===== config.mk =====
export PLATFORM = sky130hd
export DESIGN_NAME = lsu_stage
export DESIGN_NICKNAME = d
export VERILOG_FILES = /design/src/rtl/lsu_stage.sv
export SDC_FILE = /design/constraint.sdc
export NUM_CORES = 1
export LEC_CHECK = 0
export CORE_UTILIZATION = 37
export CTS_BUF_LIST = sky130_fd_sc_hd__clkbuf_4 sky130_fd_sc_hd__clkbuf_8 sky130_fd_sc_hd__clkbuf_16
export DETAILED_ROUTE_END_ITERATION = 10
export HOLD_SLACK_MARGIN = 0.03
export MAX_ROUTING_LAYER = met4
export PLACE_DENSITY = 0.69
export RECOVER_POWER = 50
export SYNTH_ARGS = -nofsm -noshare
export SYNTH_HDL_FRONTEND = slang
export SYNTH_SLANG_ARGS = --single-unit

===== constraint.sdc =====
create_clock -name clk -period 7.3 [get_ports clk]
set_clock_uncertainty 0.15 [all_clocks]
set_input_delay 1.46 -clock clk [delete_from_list [all_inputs] [get_ports clk]]
set_output_delay 1.46 -clock clk [all_outputs]
set_load 0.1 [all_outputs]

===== src/rtl/lsu_stage.sv =====
// rtl/lsu_stage.sv - load/store unit: one outstanding req/ack memory transaction, load formatting
package lsu_pkg;
  typedef enum logic [5:0] {
    i_nop = 6'h00,
    i_lb  = 6'h10,
    i_lh  = 6'h11,
    i_lw  = 6'h12,
    i_lbu = 6'h13,
    i_lhu = 6'h14,
    i_sb  = 6'h15,
    i_sh  = 6'h16,
    i_sw  = 6'h17
  } instr_e;
endpackage

module lsu_stage
  import lsu_pkg::*;
#(
  parameter int WIDTH = 32
) (
  input  logic             clk,
  input  logic             rst,
  input  logic             in_valid,
  output logic             in_ready,
  input  logic [5:0]       instr,
  input  logic [WIDTH-1:0] addr,
  input  logic [WIDTH-1:0] store_data,
  input  logic [4:0]       rd_in,
  output logic             mem_req,
  output logic             mem_we,
  output logic [WIDTH-1:0] mem_addr,
  output logic [WIDTH-1:0] mem_wdata,
  output logic [3:0]       mem_wstrb,
  input  logic             mem_ack,
  input  logic [WIDTH-1:0] mem_rdata,
  output logic             out_valid,
  input  logic             out_ready,
  output logic [WIDTH-1:0] out_data,
  output logic [4:0]       out_rd,
  output logic             out_we,
  output logic             misaligned,
  output logic [WIDTH-1:0] exc_addr
);

  typedef enum logic [1:0] {S_IDLE, S_REQ, S_RESP} state_e;

  state_e           state_q;
  logic [5:0]       instr_q;
  logic [1:0]       off_q;
  logic [4:0]       rd_q;
  logic             mem_req_q, mem_we_q, out_valid_q, out_we_q, misaligned_q;
  logic [3:0]       mem_wstrb_q;
  logic [WIDTH-1:0] mem_addr_q, mem_wdata_q, out_data_q, exc_addr_q;
  logic [4:0]       out_rd_q;

  function automatic logic is_load(input logic [5:0] op);
    case (op)
      i_lb, i_lh, i_lw, i_lbu, i_lhu: return 1'b1;
      default:                        return 1'b0;
    endcase
  endfunction

  function automatic logic is_store(input logic [5:0] op);
    case (op)
      i_sb, i_sh, i_sw: return 1'b1;
      default:          return 1'b0;
    endcase
  endfunction

  function automatic logic is_misaligned(input logic [5:0] op, input logic [1:0] off);
    case (op)
      i_lh, i_lhu, i_sh: return off[0];
      i_lw, i_sw:        return off != 2'b00;
      default:           return 1'b0;
    endcase
  endfunction

  // Stores replicate the data across every lane; the strobes pick the lanes written.
  function automatic logic [WIDTH-1:0] store_wdata(input logic [5:0] op, input logic [WIDTH-1:0] sd);
    case (op)
      i_sb:    return {4{sd[7:0]}};
      i_sh:    return {2{sd[15:0]}};
      default: return sd;
    endcase
  endfunction

  function automatic logic [3:0] store_wstrb(input logic [5:0] op, input logic [1:0] off);
    case (op)
      i_sb:    return 4'b0001 << off;
      i_sh:    return 4'b0011 << {off[1], 1'b0};
      i_sw:    return 4'b1111;
      default: return 4'b0000;
    endcase
  endfunction

  function automatic logic [WIDTH-1:0] load_fmt(input logic [5:0] op, input logic [1:0] off,
                                                input logic [WIDTH-1:0] rdata);
    logic [7:0]  b;
    logic [15:0] h;
    b = rdata[{off, 3'b000} +: 8];
    h = rdata[{off[1], 4'b0000} +: 16];
    case (op)
      i_lb:    return {{24{b[7]}}, b};
      i_lbu:   return {24'h0, b};
      i_lh:    return {{16{h[15]}}, h};
      i_lhu:   return {16'h0, h};
      i_lw:    return rdata;
      default: return '0;
    endcase
  endfunction

  always_ff @(posedge clk or posedge rst) begin
    if (rst) begin
      state_q      <= S_IDLE;
      instr_q      <= '0;
      off_q        <= '0;
      rd_q         <= '0;
      mem_req_q    <= 1'b0;
      mem_we_q     <= 1'b0;
      mem_wstrb_q  <= '0;
      mem_addr_q   <= '0;
      mem_wdata_q  <= '0;
      out_valid_q  <= 1'b0;
      out_we_q     <= 1'b0;
      misaligned_q <= 1'b0;
      out_data_q   <= '0;
      out_rd_q     <= '0;
      exc_addr_q   <= '0;
    end else begin
      case (state_q)
        S_IDLE: begin
          if (in_valid) begin
            instr_q  <= instr;
            off_q    <= addr[1:0];
            rd_q     <= rd_in;
            out_rd_q <= rd_in;
            if (!is_load(instr) && !is_store(instr)) begin
              out_valid_q  <= 1'b1;
              out_we_q     <= 1'b0;
              misaligned_q <= 1'b0;
              out_data_q   <= '0;
              state_q      <= S_RESP;
            end else if (is_misaligned(instr, addr[1:0])) begin
              out_valid_q  <= 1'b1;
              out_we_q     <= 1'b0;
              misaligned_q <= 1'b1;
              exc_addr_q   <= addr;
              out_data_q   <= '0;
              state_q      <= S_RESP;
            end else begin
              mem_req_q   <= 1'b1;
              mem_we_q    <= is_store(instr);
              mem_addr_q  <= {addr[WIDTH-1:2], 2'b00};
              mem_wdata_q <= store_wdata(instr, store_data);
              mem_wstrb_q <= store_wstrb(instr, addr[1:0]);
              state_q     <= S_REQ;
            end
          end
        end
        S_REQ: begin
          if (mem_ack) begin
            mem_req_q    <= 1'b0;
            out_valid_q  <= 1'b1;
            misaligned_q <= 1'b0;
            out_data_q   <= load_fmt(instr_q, off_q, mem_rdata);
            out_we_q     <= is_load(instr_q) && (rd_q != 5'd0);
            state_q      <= S_RESP;
          end
        end
        S_RESP: begin
          if (out_ready) begin
            out_valid_q  <= 1'b0;
            out_we_q     <= 1'b0;
            misaligned_q <= 1'b0;
            state_q      <= S_IDLE;
          end
        end
        default: state_q <= S_IDLE;
      endcase
    end
  end

  assign in_ready   = (state_q == S_IDLE);
  assign mem_req    = mem_req_q;
  assign mem_we     = mem_we_q;
  assign mem_addr   = mem_addr_q;
  assign mem_wdata  = mem_wdata_q;
  assign mem_wstrb  = mem_wstrb_q;
  assign out_valid  = out_valid_q;
  assign out_data   = out_data_q;
  assign out_rd     = out_rd_q;
  assign out_we     = out_we_q;
  assign misaligned = misaligned_q;
  assign exc_addr   = exc_addr_q;

endmodule


After elaboration in Yosys (flattened, before gate mapping)

Cells that the tools add are included.

Flip-flop bits (word level): 150
Input port bits: 112
Output and inout bits: 143

Equal/unequal tests: 21
Shifts and indexed selects: 4
Multiplexer cells: 46
Bitwise logic cells: 2
Reductions and logical operators: 21

Operator list:

| cell                                                 | number |
|---|---|
| one-hot mux 32 bit (5 select lines)                  | 1 |
| 2-to-1 mux 32 bit                                    | 4 |
| one-hot mux 32 bit (2 select lines)                  | 2 |
| equality test 6 x 5 -> 1 bit (second input constant) | 13 |
| indexed part select 32 x 6 -> 16 bit                 | 1 |
| indexed part select 32 x 6 -> 8 bit                  | 1 |
| 2-to-1 mux 1 bit                                     | 27 |
| one-hot mux 4 bit (3 select lines)                   | 1 |
| AND reduction 4 bit                                  | 3 |
| 2-to-1 mux 2 bit                                     | 5 |
| != test 2 bit (second input constant)                | 5 |
| AND reduction 5 bit                                  | 2 |
| OR reduction 5 bit                                   | 2 |
| one-hot mux 1 bit (3 select lines)                   | 3 |
| one-hot mux 2 bit (3 select lines)                   | 1 |
| OR reduction 3 bit                                   | 2 |
| nonzero test 5 bit                                   | 1 |
| one-hot mux 1 bit (2 select lines)                   | 2 |
| nonzero test 2 bit                                   | 2 |
| << shifter 1 x 2 -> 4 bit (first input constant)     | 1 |
| << shifter 2 x 2 -> 4 bit (first input constant)     | 1 |
| != test 3 x 1 -> 1 bit (second input constant)       | 1 |
| AND reduction 3 bit                                  | 1 |
| nonzero test 3 bit                                   | 1 |
| other kinds (8)                                      | 11 |

Logic depth before layout (Yosys ltp)

Gate-level depths: netlist of the first run.

Depth after elaboration: 14
Depth in mapped cells: 8

Worst setup path after synthesis of the first run

OpenSTA, ideal clock, no wires.

Path type: in2reg
From: input port addr[0]
To: register mem_addr_q[10] (netlist: mem_addr[10])
Setup time: 0.128 ns
Data arrival time: 3.016 ns
Data required time: 7.022 ns
Path slack: 4.005 ns
Cell stages on the path: 7
Path buffers: 3
Cells stage by stage: buf_2 > mux2_4 > o22a_1 > a211oi_2 > buf_4 > buf_6 > mux2_1

Cells in the longest elaborated chain, start to end: 7

RTL lines:

| what                                   | line | text |
|---|---|---|
| from (decl)                            | 26   | `input logic [WIDTH-1:0] addr,` |
| nonzero test 2 bit                     | 73   | `i_lw, i_sw: return off != 2'b00;` |
| one-hot mux 1 bit (2 select lines) *   | 71   | `case (op)` |
| 2-to-1 mux 1 bit *                     | 137  | `if (!is_load(instr) && !is_store(instr)) begin` |
| 2-to-1 mux 1 bit *                     | 132  | `if (in_valid) begin` |
| 2-to-1 mux 1 bit *                     | 130  | `case (state_q)` |
| NOT 1 bit (no source line) *           | n/a  |  |
| AND reduction 4 bit (no source line) * | n/a  |  |
| to (signal assigned)                   | 153  | `mem_addr_q <= {addr[WIDTH-1:2], 2'b00};` |
| to (decl)                              | 53   | `logic [WIDTH-1:0] mem_addr_q, mem_wdata_q, out_data_q, exc_addr_q;` |

Mark *: on every way between the ends. The rest lies on a longest branch, timed or not. The select of a mux whose other input is x is not followed.
A chain may end at the register's enable or synchronous reset.

==> metrics.yaml, run 1 <==
status: "finished with violations"
violations: "DRC, capacitance limit, slew limit"
grt_usage_pct: 20.8
cp_slowest_cell: "clkbuf_1"
yosys_warnings: 0
synth_edf_count: 0
min-delay-start: "out_data[21]"
vias_per_cell: 5.19
ant_nets: 0
mostFrequentLayoutCells: "199 x clkdlybuf4s50_1, 150 x dfrtp_1, 56 x a21oi_1, 53 x dlygate4sd3_1, 52 x mux2_2"
yosys.area_share.simple_pct: 7.68
grt_overflow_total: 0
synth_compound_gate_area_share_pct: 12.1
hold_path_class: "register to register"
maxSlewViolCount: 51
worstPathBufferInverterCount: 3
criticalPathCategory: "input pin to async pin"
antenna_found_initial: 1
worstMarginPinSlew_ns: 2.71
layoutNonFillerInstCount: 1047
maxCapViolCount: 1
synthDistinctLibCells: 55
drc: 38
ys_seq_area_share_pct: 54.7
start_kind: "input pin"
multi_input_area_mm2: 0.00286
fin_crit_sh_pct: 68.5
clock_path_buffers: 2
core_mm2: 0.0181
htreeDepth: 4
async_flop_share_pct: 100
ios: 255
yosys_register_bits: 150
syn_avg_cell_area_um2: 12.1
cpPeakStageDelay_ns: 2.00
die_h_um: 138
clock-sinks: 150
grt_pass1_wl_um: 30300
cts_buffers: 17
final_layout_size_suffix_gt1_share_pct: 15.3
wl_um: 18700
post-route-util_pct: 56.2
post_cts_resized: 0
netlist_area_mm2: 0.00686
dp.cells: 1016
start_util_pct: 37.9
place.gp.congestion: 0.880
grt_pass1_vias: 5666
whs_endpoint: "out_data[21]"
reg2regPathDepth: 5
dr.pass1.iters: 8
final_common_cell: "clkdlybuf4s50_1"
hpwl_um: 13500
fin_crit_ns: 5.00
crit_fanout: 101
worstReg2RegStart: "state_q[0]"
area_delta_synth_final_pct: 48.2
rsz0062_at_grt: "no"
synth_top_family_by_area: "multiplexers"
cp_data_arrival_time_ns: 4.79
layout.nets: 922
path_clk_slew_ns: 0.06
min_path_cells: 2
cts_tree: "built"
setup_violations: 0
seq_area_mm2: 0.00375
clock_latency_ns: 0.42
slew_headroom_pct: -81.0
r2r_slack_ns: 3.93
worstPathCellList: "dlygate4sd3_1, inv_6, clkbuf_1"
num_rows: 49
synthXorXnorAreaFrac_pct: 0.383
synthMuxAreaShare_pct: 20.5
synth_ff_type: "dfrtp_1"
die-area_mm2: 0.0191
hold_slack_ns: 0.326
cp_data_required_time_ns: 7.09
fmax_mhz: 200
numPortBuffers: 252
synthCells: 567
hold_viol: 0
grt_max_degree: 102
cts_setup_buffers: 0
via_count: 5436
worst_r2r_endpoint: "exc_addr[11]"
cts-root-buf: "clkbuf_16"
wl_per_cell_um: 17.8
synthAdderAreaFrac_pct: 0.730
hold_buffers: 0
tns_ns: 0
die_w_um: 138
end_kind: "async pin"
fillers: 1465
drt-initial-drc-count: 363
cpLargestDelayFamily: "buffers and inverters"
==> kinds of logic (layout without fill, tap and decap cells) <==
logic type / count (synthesis) / after routing
compound gates: 135 / 135
other cells: 1 / 3
flops: 150 / 150
mux: 116 / 116
xor+xnor: 3 / 3
fa+ha+maj: 4 / 4
buf+inv: 48 / 297
simple gates: 110 / 110
==> cell usage after synthesis (2+ instances only) <==
master	n	share of area [%]
nor3_1	3	0.22
mux2_2	53	8.7
nor2b_1	4	0.36
nand2_1	42	2.3
mux2_1	20	3.3
mux2_4	31	6.8
ha_1	4	0.73
o21ai_1	4	0.29
inv_1	11	0.60
nand2b_1	2	0.18
buf_2	9	0.66
a222oi_1	7	1.0
nand3_1	2	0.15
and2_1	10	0.91
xnor2_1	2	0.26
buf_4	7	0.77
mux2i_1	12	1.8
dfrtp_1	150	55
buf_1	2	0.11
a21oi_1	56	4.1
nor3b_1	3	0.33
clkbuf_1	13	0.71
buf_6	6	0.99
o21ai_0	37	2.7
a221oi_1	15	1.9
nor2_1	33	1.8
==> routing by layer <==
| metal | part of all wire (%) | track usage, % | vias to the layer above |
|---|---|---|---|
| met5 | 0 | - | - |
| met4 | 2.1 | 7.81 | 0 |
| met3 | 7.5 | 5.20 | 31 |
| met2 | 48 | 33.5 | 221 |
| met1 | 43 | 25.1 | 2660 |
| li1 | - | - | 2524 |
==> worst max-delay path by stage <==
stage | from | end | slack [ns] | cells past startpoint
5_1_grt | rst | mem_wdata[10] | 1.58 | 3
3_5_place_dp | instr[1] | mem_addr[31] | 2.74 | 6
2_1_floorplan | rst | exc_addr[0] | 1.65 | 1
4_1_cts | in_valid | exc_addr[22] | 3.18 | 4
3_3_place_gp | instr[1] | mem_addr[31] | 2.82 | 6
6_report | rst | exc_addr[21] | 2.30 | 3
==> area by class of cell <==
cell class	count	area share, %
flip-flops and latches	150	36.9
multi-input cells	370	28.1
repair buffers	256	25.0
clock buffers	18	4.32
well taps	229	2.82
clock inverters	12	2.24
inverters	11	0.456
diodes	1	0.0246
==> sequential cells by signal, summed over array words and instances, names as in the netlist <==
name and count:
exc_addr 32, out_valid 1, state_q 2, mem_req 1
mem_wdata 32, mem_wstrb 4, mem_we 1, out_data 32
out_rd 5, mem_addr 30, instr_q 6, off_q 2
misaligned 1, out_we 1
==> metrics by stage <==
step | setup WS (ns) | area [um2]
floorplan | 1.65 | 6860
global placement | 2.82 | 9500
detailed placement | 2.74 | 9500
CTS | 3.18 | 10200
global route | 1.58 | 10200
finish | 2.30 | 10200
==> worst reg2reg max path, cell delays in order, from the launching register on <==
cell and delay [ns]:
dfrtp_1 0.42, inv_1 0.10, ha_1 0.27, nand2_1 0.46
or4_2 1.34, mux2_4 0.52
Power of run 1 is not shown: default switching activity piles up to over one toggle a cycle in this logic, so the estimate is an artifact.
==> inputs of run 2 (changes only) <==
--- a/config.mk
+++ b/config.mk
@@ -10,7 +10,7 @@
 export DETAILED_ROUTE_END_ITERATION = 10
 export HOLD_SLACK_MARGIN = 0.03
 export MAX_ROUTING_LAYER = met4
-export PLACE_DENSITY = 0.69
+export PLACE_DENSITY = 0.71
 export RECOVER_POWER = 50
 export SYNTH_ARGS = -nofsm -noshare
 export SYNTH_HDL_FRONTEND = slang
==> constraint.sdc (replaced) <==
create_clock -name clk -period 4 [get_ports clk]
set_clock_uncertainty 0.15 [all_clocks]
set_input_delay 0.8 -clock clk [delete_from_list [all_inputs] [get_ports clk]]
set_output_delay 0.8 -clock clk [all_outputs]
set_load 0.1 [all_outputs]
==> run 2 against run 1 <==
The flow still finishes with violations (DRC, capacitance limit, slew limit); wire length decreased by 2.1%; sequential cell count is the same; sequential share of layout area rose by 0.19 points; register-to-register slack worse by 2.9 ns; largest cell class unchanged; highest routed layer unchanged.
==> metrics.yaml, run 2 (synthesis results as in run 1) <==
status: "finished with violations"
violations: "DRC, capacitance limit, slew limit"
htreeDepth: 4  # unchanged
cts_setup_buffers: 0  # unchanged
pre_cts_slack_ns: 0.513  # -2.23 ns
grt_usage_pct: 20.4  # -0.36 points
use_met1_pct: 26.7  # +1.6 points
busiest_layer: "met2"
grt_pass1_vias: 5415  # -4.4%
hpwl_um: 12800  # -5.4%
grt_max_degree: 94  # -7.8%
final_layout_size_suffix_gt1_share_pct: 16.7  # +1.4 points
mostFrequentLayoutCells: "229 x clkdlybuf4s50_1, 150 x dfrtp_1, 56 x a21oi_1, 53 x mux2_2, 42 x nand2_1"
clock_path_buffers: 2  # unchanged
tns_ns: 0  # unchanged
die-area_mm2: 0.0191  # unchanged
worst_r2r_endpoint: "out_data[7]"
hold_buffers: 0  # unchanged
grt_use_met3_pct: 5.30  # +0.10 points
setup_violations: 0  # unchanged
crit_fanout: 93  # -7.9%
post_cts_resized: 0  # unchanged
place.gp.congestion: 0.801  # -9.0%
maxCapViolCount: 2  # +1
antenna_found_initial: 0  # -1
fin_crit_ns: 3.19
drc: 38  # unchanged
dr.pass1.iters: 9  # +1
maxSlewViolCount: 152  # +200%
ios: 255  # unchanged
setup_ws_ns: 0.809  # -1.49 ns
clock_latency_ns: 0.42  # about the same
fin_crit_sh_pct: 79.8
endpoint: "mem_addr[6]"
wl_per_cell_um: 17.3  # -3.2%
drt-initial-drc-count: 364  # +0.28%
wl_um: 18300  # -2.1%
die_w_um: 138  # unchanged
worstMarginPinSlew_ns: 1.98  # -0.738 ns
layout.nets: 934  # +1.3%
ant_nets: 0  # unchanged
path_clk_slew_ns: 0.06  # about the same
critPathLaunch: "instr[2]"
vias_per_cell: 5.10  # -1.8%
grt_pass1_wl_um: 29700  # -1.9%
die_h_um: 138  # unchanged
r2r_slack_ns: 1.04  # -2.89 ns
start_kind: "input pin"
worstReg2RegStart: "state_q[0]"
end_kind: "register"
numPortBuffers: 252  # unchanged
start_util_pct: 37.9  # unchanged
slew_headroom_pct: -31.8  # +49 points
reg2regPathDepth: 8  # +3
final_common_cell: "clkdlybuf4s50_1"
hold_viol: 0  # unchanged
grt_overflow_total: 0  # unchanged
hold_path_class: "register to register"
grt_use_met2_pct: 31.0  # -2.6 points
clock-sinks: 150  # unchanged
cp_data_arrival_time_ns: 3.34  # -1.45 ns
cts_tree: "built"
cp_data_required_time_ns: 4.15  # -2.94 ns
fmax_mhz: 313
cts-root-buf: "clkbuf_16"
cts_buffers: 17  # unchanged
via_count: 5397  # -0.72%
core_mm2: 0.0181  # unchanged
criticalPathCategory: "input pin to register"
area_delta_synth_final_pct: 47.4
num_antenna_cells: 0  # -1
num_rows: 49  # unchanged
rsz0062_at_grt: "no"
-- run 2: changes by cell type in the layout (fill, tap and decap cells not counted), moves of 4 or more --
cell / change
dlygate4sd3_1: -31
clkdlybuf4s50_1: +30
buf_4: +9
bufinv_16: -6
clkinvlp_4: +4
-- run 2: critical path, stage by stage --
cell,delay (ns)
dlygate4sd3_1,0.71
mux2_1,0.40
o22a_1,0.28
a211oi_4,0.30
buf_12,0.38
mux2_2,0.39
-- run 2: how the worst min path moves through the flow --
stage	cells past startpoint	endpoint	startpoint
6_report	2	out_data[25]	out_data[25]
5_1_grt	1	mem_addr[19]	mem_addr[19]
4_1_cts	2	out_data[26]	out_data[26]
3_5_place_dp	2	out_data[17]	out_data[17]
3_3_place_gp	2	out_data[17]	out_data[17]
2_1_floorplan	1	instr_q[4]	instr_q[4]
-- run 2: stage by stage --
stage	util, %	hold WS [ns]	cell area [um2]	cells
detailed placement	53.2	0.320	9620	1028
global route	55.9	0.352	10100	1059
finish	55.9	0.328	10100	1059
floorplan	-	0.335	6870	568
global placement	53.2	0.313	9620	1028
CTS	56.2	0.334	10200	1059
-- run 2: layout make-up --
type | instances | area (um2)
clock buffer | 20 | 454
clock inverter | 11 | 78.8
fill | 1587 | 7980
inverter | 11 | 42.5
multi-input combinational | 370 | 2860
sequential | 150 | 3750
tap | 229 | 287
timing repair buffer | 268 | 2640
-- run 2: routing by layer --
layer / routed length (um) / vias to the layer above
li1: - / 2544
met1: 8260 / 2628
met3: 1240 / 23
met2: 8530 / 202
met4: 240 / 0
met5: 0 / -
Power of run 2 is left out for the same reason.
